`config.mk`:
```
export PLATFORM = sky130hd
export DESIGN_NAME = can_tx_serializer
export DESIGN_NICKNAME = d
export VERILOG_FILES = /design/src/rtl/can_tx_serializer.sv
export SDC_FILE = /design/constraint.sdc
export NUM_CORES = 1
export LEC_CHECK = 0
export ABC_AREA = 1
export CAP_MARGIN = 10
export CORE_ASPECT_RATIO = 1.4
export CORE_MARGIN = 5
export CORE_UTILIZATION = 45
export DETAILED_ROUTE_END_ITERATION = 6
export HOLD_SLACK_MARGIN = 0.06
export PLACE_DENSITY = 0.7
export SLEW_MARGIN = 10
export SYNTH_ARGS = -nofsm -noshare
export SYNTH_HDL_FRONTEND = slang
export SYNTH_SLANG_ARGS = --single-unit
```
`constraint.sdc`:
```
create_clock -name clock -period 6.16 [get_ports clock]
set_clock_uncertainty 0.15 [all_clocks]
set_input_delay 0.924 -clock clock [delete_from_list [all_inputs] [get_ports clock]]
set_output_delay 0.924 -clock clock [all_outputs]
set_load 0.1 [all_outputs]
```
`src/rtl/can_tx_serializer.sv`:
```
// CAN transmit serializer: shifts header and data MSB-first with on-the-fly CRC-15, then the CRC.
// Optional CAN_TX_BITPOS_EN adds a bitpos output giving the frame index of the bit on txbit.
module can_tx_serializer #(
    parameter logic [14:0] CRC_POLY  = 15'h4599,
    parameter int          MAX_BYTES = 8
) (
    input  logic        clock,
    input  logic        reset,
    input  logic        load,
    input  logic        abort,
    input  logic        bit_en,
    input  logic [38:0] message,
    input  logic        extended,
    input  logic [3:0]  tmlen,
    input  logic [63:0] data,
    output logic        txbit,
    output logic        busy,
    output logic        done,
    output logic [14:0] crc
`ifdef CAN_TX_BITPOS_EN
    ,
    output logic [6:0]  bitpos
`endif
);

    typedef enum logic [2:0] {IDLE, HEADER, DATA, CRCF, FIN} state_t;
    localparam logic [3:0] MAXB = 4'(MAX_BYTES);

    state_t      state_q, state_d;
    logic [38:0] msg_q, msg_d;
    logic        ext_q, ext_d;
    logic [63:0] data_q, data_d;
    logic [3:0]  nbytes_q, nbytes_d;
    logic [6:0]  cnt_q, cnt_d;
    logic        txbit_q, txbit_d;
    logic        busy_q, busy_d;
    logic        done_q, done_d;
    logic [14:0] crc_q, crc_d;

    logic [5:0]  hidx, didx;
    logic        cur_bit;
    logic [14:0] crc_nx;
    logic        last_hdr, last_data;

`ifdef CAN_TX_BITPOS_EN
    logic [6:0]  gcnt_q, gcnt_d;
`endif

    always_comb begin
        // Basic frames send message[38] (SOF) followed by message[17:0]
        hidx      = ext_q ? 6'd38 - cnt_q[5:0]
                          : ((cnt_q == 7'd0) ? 6'd38 : 6'd18 - cnt_q[5:0]);
        didx      = 6'd63 - cnt_q[5:0];
        cur_bit   = (state_q == DATA) ? data_q[didx] : msg_q[hidx];
        crc_nx    = {crc_q[13:0], 1'b0} ^ ((cur_bit ^ crc_q[14]) ? CRC_POLY : 15'd0);
        last_hdr  = cnt_q == (ext_q ? 7'd38 : 7'd18);
        last_data = cnt_q == ({nbytes_q, 3'b000} - 7'd1);

        state_d  = state_q;
        msg_d    = msg_q;
        ext_d    = ext_q;
        data_d   = data_q;
        nbytes_d = nbytes_q;
        cnt_d    = cnt_q;
        txbit_d  = txbit_q;
        busy_d   = busy_q;
        done_d   = 1'b0;
        crc_d    = crc_q;
`ifdef CAN_TX_BITPOS_EN
        gcnt_d   = gcnt_q;
`endif

        case (state_q)
            IDLE: begin
                if (load) begin
                    msg_d    = message;
                    ext_d    = extended;
                    data_d   = data;
                    nbytes_d = (tmlen > MAXB) ? MAXB : tmlen;
                    crc_d    = 15'd0;
                    cnt_d    = 7'd0;
                    busy_d   = 1'b1;
                    state_d  = HEADER;
`ifdef CAN_TX_BITPOS_EN
                    gcnt_d   = 7'd0;
`endif
                end
            end
            HEADER, DATA: begin
                if (bit_en) begin
                    txbit_d = cur_bit;
                    crc_d   = crc_nx;
                    cnt_d   = cnt_q + 7'd1;
                    if (state_q == HEADER && last_hdr) begin
                        cnt_d   = 7'd0;
                        state_d = (nbytes_q != 4'd0) ? DATA : CRCF;
                    end else if (state_q == DATA && last_data) begin
                        cnt_d   = 7'd0;
                        state_d = CRCF;
                    end
`ifdef CAN_TX_BITPOS_EN
                    gcnt_d  = gcnt_q + 7'd1;
`endif
                end
            end
            CRCF: begin
                // crc_q is frozen here and acts as the snapshot being shifted out
                if (bit_en) begin
                    txbit_d = crc_q[4'd14 - cnt_q[3:0]];
                    cnt_d   = cnt_q + 7'd1;
                    if (cnt_q == 7'd14) begin
                        cnt_d   = 7'd0;
                        state_d = FIN;
                    end
`ifdef CAN_TX_BITPOS_EN
                    gcnt_d  = gcnt_q + 7'd1;
`endif
                end
            end
            FIN: begin
                if (bit_en) begin
                    txbit_d = 1'b1;
                    done_d  = 1'b1;
                    busy_d  = 1'b0;
                    state_d = IDLE;
`ifdef CAN_TX_BITPOS_EN
                    gcnt_d  = 7'd0;
`endif
                end
            end
            default: state_d = IDLE;
        endcase

        if (abort && state_q != IDLE) begin
            state_d = IDLE;
            txbit_d = 1'b1;
            busy_d  = 1'b0;
            done_d  = 1'b0;
            cnt_d   = 7'd0;
            crc_d   = crc_q;
`ifdef CAN_TX_BITPOS_EN
            gcnt_d  = 7'd0;
`endif
        end
    end

    always_ff @(posedge clock or posedge reset) begin
        if (reset) begin
            state_q  <= IDLE;
            msg_q    <= '0;
            ext_q    <= 1'b0;
            data_q   <= '0;
            nbytes_q <= '0;
            cnt_q    <= '0;
            txbit_q  <= 1'b1;
            busy_q   <= 1'b0;
            done_q   <= 1'b0;
            crc_q    <= '0;
        end else begin
            state_q  <= state_d;
            msg_q    <= msg_d;
            ext_q    <= ext_d;
            data_q   <= data_d;
            nbytes_q <= nbytes_d;
            cnt_q    <= cnt_d;
            txbit_q  <= txbit_d;
            busy_q   <= busy_d;
            done_q   <= done_d;
            crc_q    <= crc_d;
        end
    end

`ifdef CAN_TX_BITPOS_EN
    always_ff @(posedge clock or posedge reset) begin
        if (reset) gcnt_q <= '0;
        else       gcnt_q <= gcnt_d;
    end
    assign bitpos = (gcnt_q == 7'd0) ? 7'd0 : gcnt_q - 7'd1;
`endif

    assign txbit = txbit_q;
    assign busy  = busy_q;
    assign done  = done_q;
    assign crc   = crc_q;

endmodule

```
==> results.cfg <==
[outcome]
status = completed

[place]
dpl_cell_area_um2 = 8444
placedCellCount = 1210
hpwl_um = 13280
gp_congestion = 0.8972
port_buffers = 130

[global_route]
grt.total_usage_pct = 21.43
grt_antenna_before_repair = 0
grt_max_degree = 83
first_global_vias = 6363
grt_pass1_wl_um = 31120
overflow = 0

[die]
fp.dieArea_um2 = 18360
rows = 54
core_area_um2 = 15540
pin_count = 131
fp.dieH_um = 158.3
dieWidth_um = 115.9
initial_core_util_pct = 45.50

[detailed_routing]
drt-vias-per-instance = 5.195
wl_per_cell_um = 15.42
drc = 0
drt_iter0_drc = 536
wirelength_um = 19140
vias = 6447
drt-pass1-iter-count = 5
ant_nets = 0

[timing]
worstMarginPinSlew_ns = 0.9730
fin_crit_sh_pct = 54.93
rsz0062_at_grt = false
finalHoldViolations = 0
slew_headroom_pct = 34.93
tns_ns = 0
setup_viol = 0
whs_ns = 0.3243
period_minus_slack_ns = 3.383
fmax_ghz = 0.2956
drv_slew = 0

[setup_path]
cp_slowest_cell = dfrtp_1
r2r_cells = 15
crit_family = simple AND/OR/NAND/NOR gates
crit_arrival_ns = 3.54
start_kind = register
ff2ff_setup_slack_ns = 2.78
critPathKind = reg2reg
r2r_start = cnt_q[1]$_DFFE_PP0P_
cp.depth = 15
crit_start = cnt_q[1]$_DFFE_PP0P_
crit_top_cell = nand3_1
crit_chain = inv_1, ha_1, inv_1, nand3_1, nand3_1, nand3_1, nand3_1, nand2_1, nand2_2, nand2_4, nand2_4, nand2_2, nand3_1, nand3_1, nand2_1
cp.required_ns = 6.31
path_buf_inv = 2
cp_max_fo = 21
max_stage_delay_ns = 0.75
r2r_end = crc[10]$_DFFE_PP0P_
cp-end-kind = register

[clocking]
post_cts_buffers = 0
cts_root_buf = clkbuf_16
h-tree-depth = 4
cts_resized = 0
postCtsHoldBufs = 0
clkLatencyLatePin_ns = 0.42
cts_made_buffers = 17
cts.reportedPaths.clkPinSlew_ns = 0.06
cts_tree = built
clock_path_buffers = 2
clock-sinks = 136

[logic_synthesis]
async_flop_share_pct = 100.0
synth.distinct_cells = 49
synth.largest_area_cell = dfrtp_1
postSynthAreaPerCell_um2 = 7.660
ys_ff_latch = 136
ys_warn_count = 0
ys_seq_area_share_pct = 48.15
netlist_instances = 923
synth.top_cell.area_share_pct = 47.78
synth_area_um2 = 7071
synth_edf_count = 0
synth-main-ff-cell = dfrtp_1
syn_nets = 1041
synth.area.top_cells = dfrtp_1 (48%), nand2_1 (19%), nand3_1 (5.8%)

[power]
pwr-share-seq_pct = 33.3
pwr-share-comb_pct = 44.3
power_frac_clock_pct = 22.4
p_leak_nw = 4.267
p_int_mw = 2.598
p_sw_mw = 1.967
switching_share_pct = 43.10
max-vdd-ir-drop_mv = 0.4140
powerDensity_nw_per_um2 = 504.8

[worst_hold_path]
holdPathStages = 2
hp-class = reg2reg
hold_path.startpoint = data_q[6]$_DFFE_PP0P_
min_to = data_q[6]$_DFFE_PP0P_

[job]
maxCapViolCount = 0

[cells_and_area]
layout-drive-gt1-share_pct = 6.699
fin_nets = 1151
fillers = 1464
area_growth_pct = 27.91
fin_cells = 1241
final_common_cell = nand2_1
final_cell_mix = nand2_1 (351), dfrtp_1 (134), clkdlybuf4s50_1 (130)
stdcell_area_um2 = 9044
antenna_cells = 0
## synth_stat cells (2+ instances only)
cell type    n
a21oi_1     29
nor3_1      16
o311ai_1     2
nand2_2      2
xnor2_1      3
nand2_1    352
dfrtp_1    135
o211ai_1     8
a211oi_1     4
nand3_2      2
buf_2       12
nor2_4       2
buf_4        2
o21ai_0     66
inv_2        7
nor2_1      43
o21ai_1      3
nand3_1     82
inv_1       70
buf_1        3
clkbuf_1    23
nor4_1       2
ha_1         5
xor2_1       5
o21ai_2      2
o22ai_1     12
nor2_2       3
nand2_4      4
buf_6        4
## worst max-delay path by stage
stage / endpoint / slack, ns
detailed placement: busy$_DFFE_PP0P_ / 2.83
global placement: busy$_DFFE_PP0P_ / 2.84
global route: crc[10]$_DFFE_PP0P_ / 2.46
CTS: crc[10]$_DFFE_PP0P_ / 2.80
floorplan: busy$_DFFE_PP0P_ / 1.45
finish: crc[10]$_DFFE_PP0P_ / 2.78
## metal layers
metal	vias to the layer above	wire length (µm)	global-route usage, %
met2	203	9572	35.99
li1	3197	-	-
met1	3018	8170	28.47
met5	-	0	0
met3	29	1002	3.384
met4	0	393	6.744
## layout make-up
class / count / area (µm²) / share of cell area (%)
clock buffer: 22 / 484.2 / 5.354
multi-input combinational: 665 / 3158 / 34.92
clock inverter: 9 / 115.1 / 1.273
sequential: 136 / 3406 / 37.66
tap: 196 / 245.2 / 2.712
inverter: 78 / 296.5 / 3.279
timing repair buffer: 135 / 1339 / 14.80
## flip-flops by register name, indices dropped and copies added (netlist names)
| register | cells |
|---|---|
| busy | 1 |
| cnt_q | 7 |
| crc | 15 |
| data_q | 64 |
| done | 1 |
| ext_q | 1 |
| msg_q | 39 |
| nbytes_q | 4 |
| state_q | 3 |
| txbit | 1 |
## tightest hold or removal path, stage by stage, from the launching register on
cell	delay, ns
dfrtp_1	0.34
nand2_1	0.05
nand2_1	0.05
## per-stage QoR
step	util (%)	total power, mW	setup slack, ns
2_1_floorplan	-	3.029	1.448
3_3_place_gp	54.34	3.498	2.840
3_5_place_dp	54.34	3.531	2.827
4_1_cts	58.20	4.575	2.796
5_1_grt	58.20	4.924	2.464
6_report	58.20	4.565	2.777
## cell families (layout without fill, tap and decap cells)
logic type      Yosys count  in the layout  share of synthesized area [%]
compound gates          136            136                          11.59
xor+xnor                  8              8                         0.9910
fa+ha+maj                 5              5                         0.8848
buf+inv                 122            244                          7.220
flops                   136            136                          48.15
mux                       1              1                         0.1416
simple gates            515            515                          31.02
## power groups by stage
stage | logic [mW] | clock network, mW | registers [mW]
after floorplan | 1.39 | 0 | 1.64
after global placement | 1.97 | 0 | 1.52
after detailed placement | 2.00 | 0 | 1.53
after CTS | 2.02 | 1.03 | 1.52
after global routing | 2.28 | 1.07 | 1.57
final | 2.02 | 1.02 | 1.52
(Power assumes the default switching activity.)
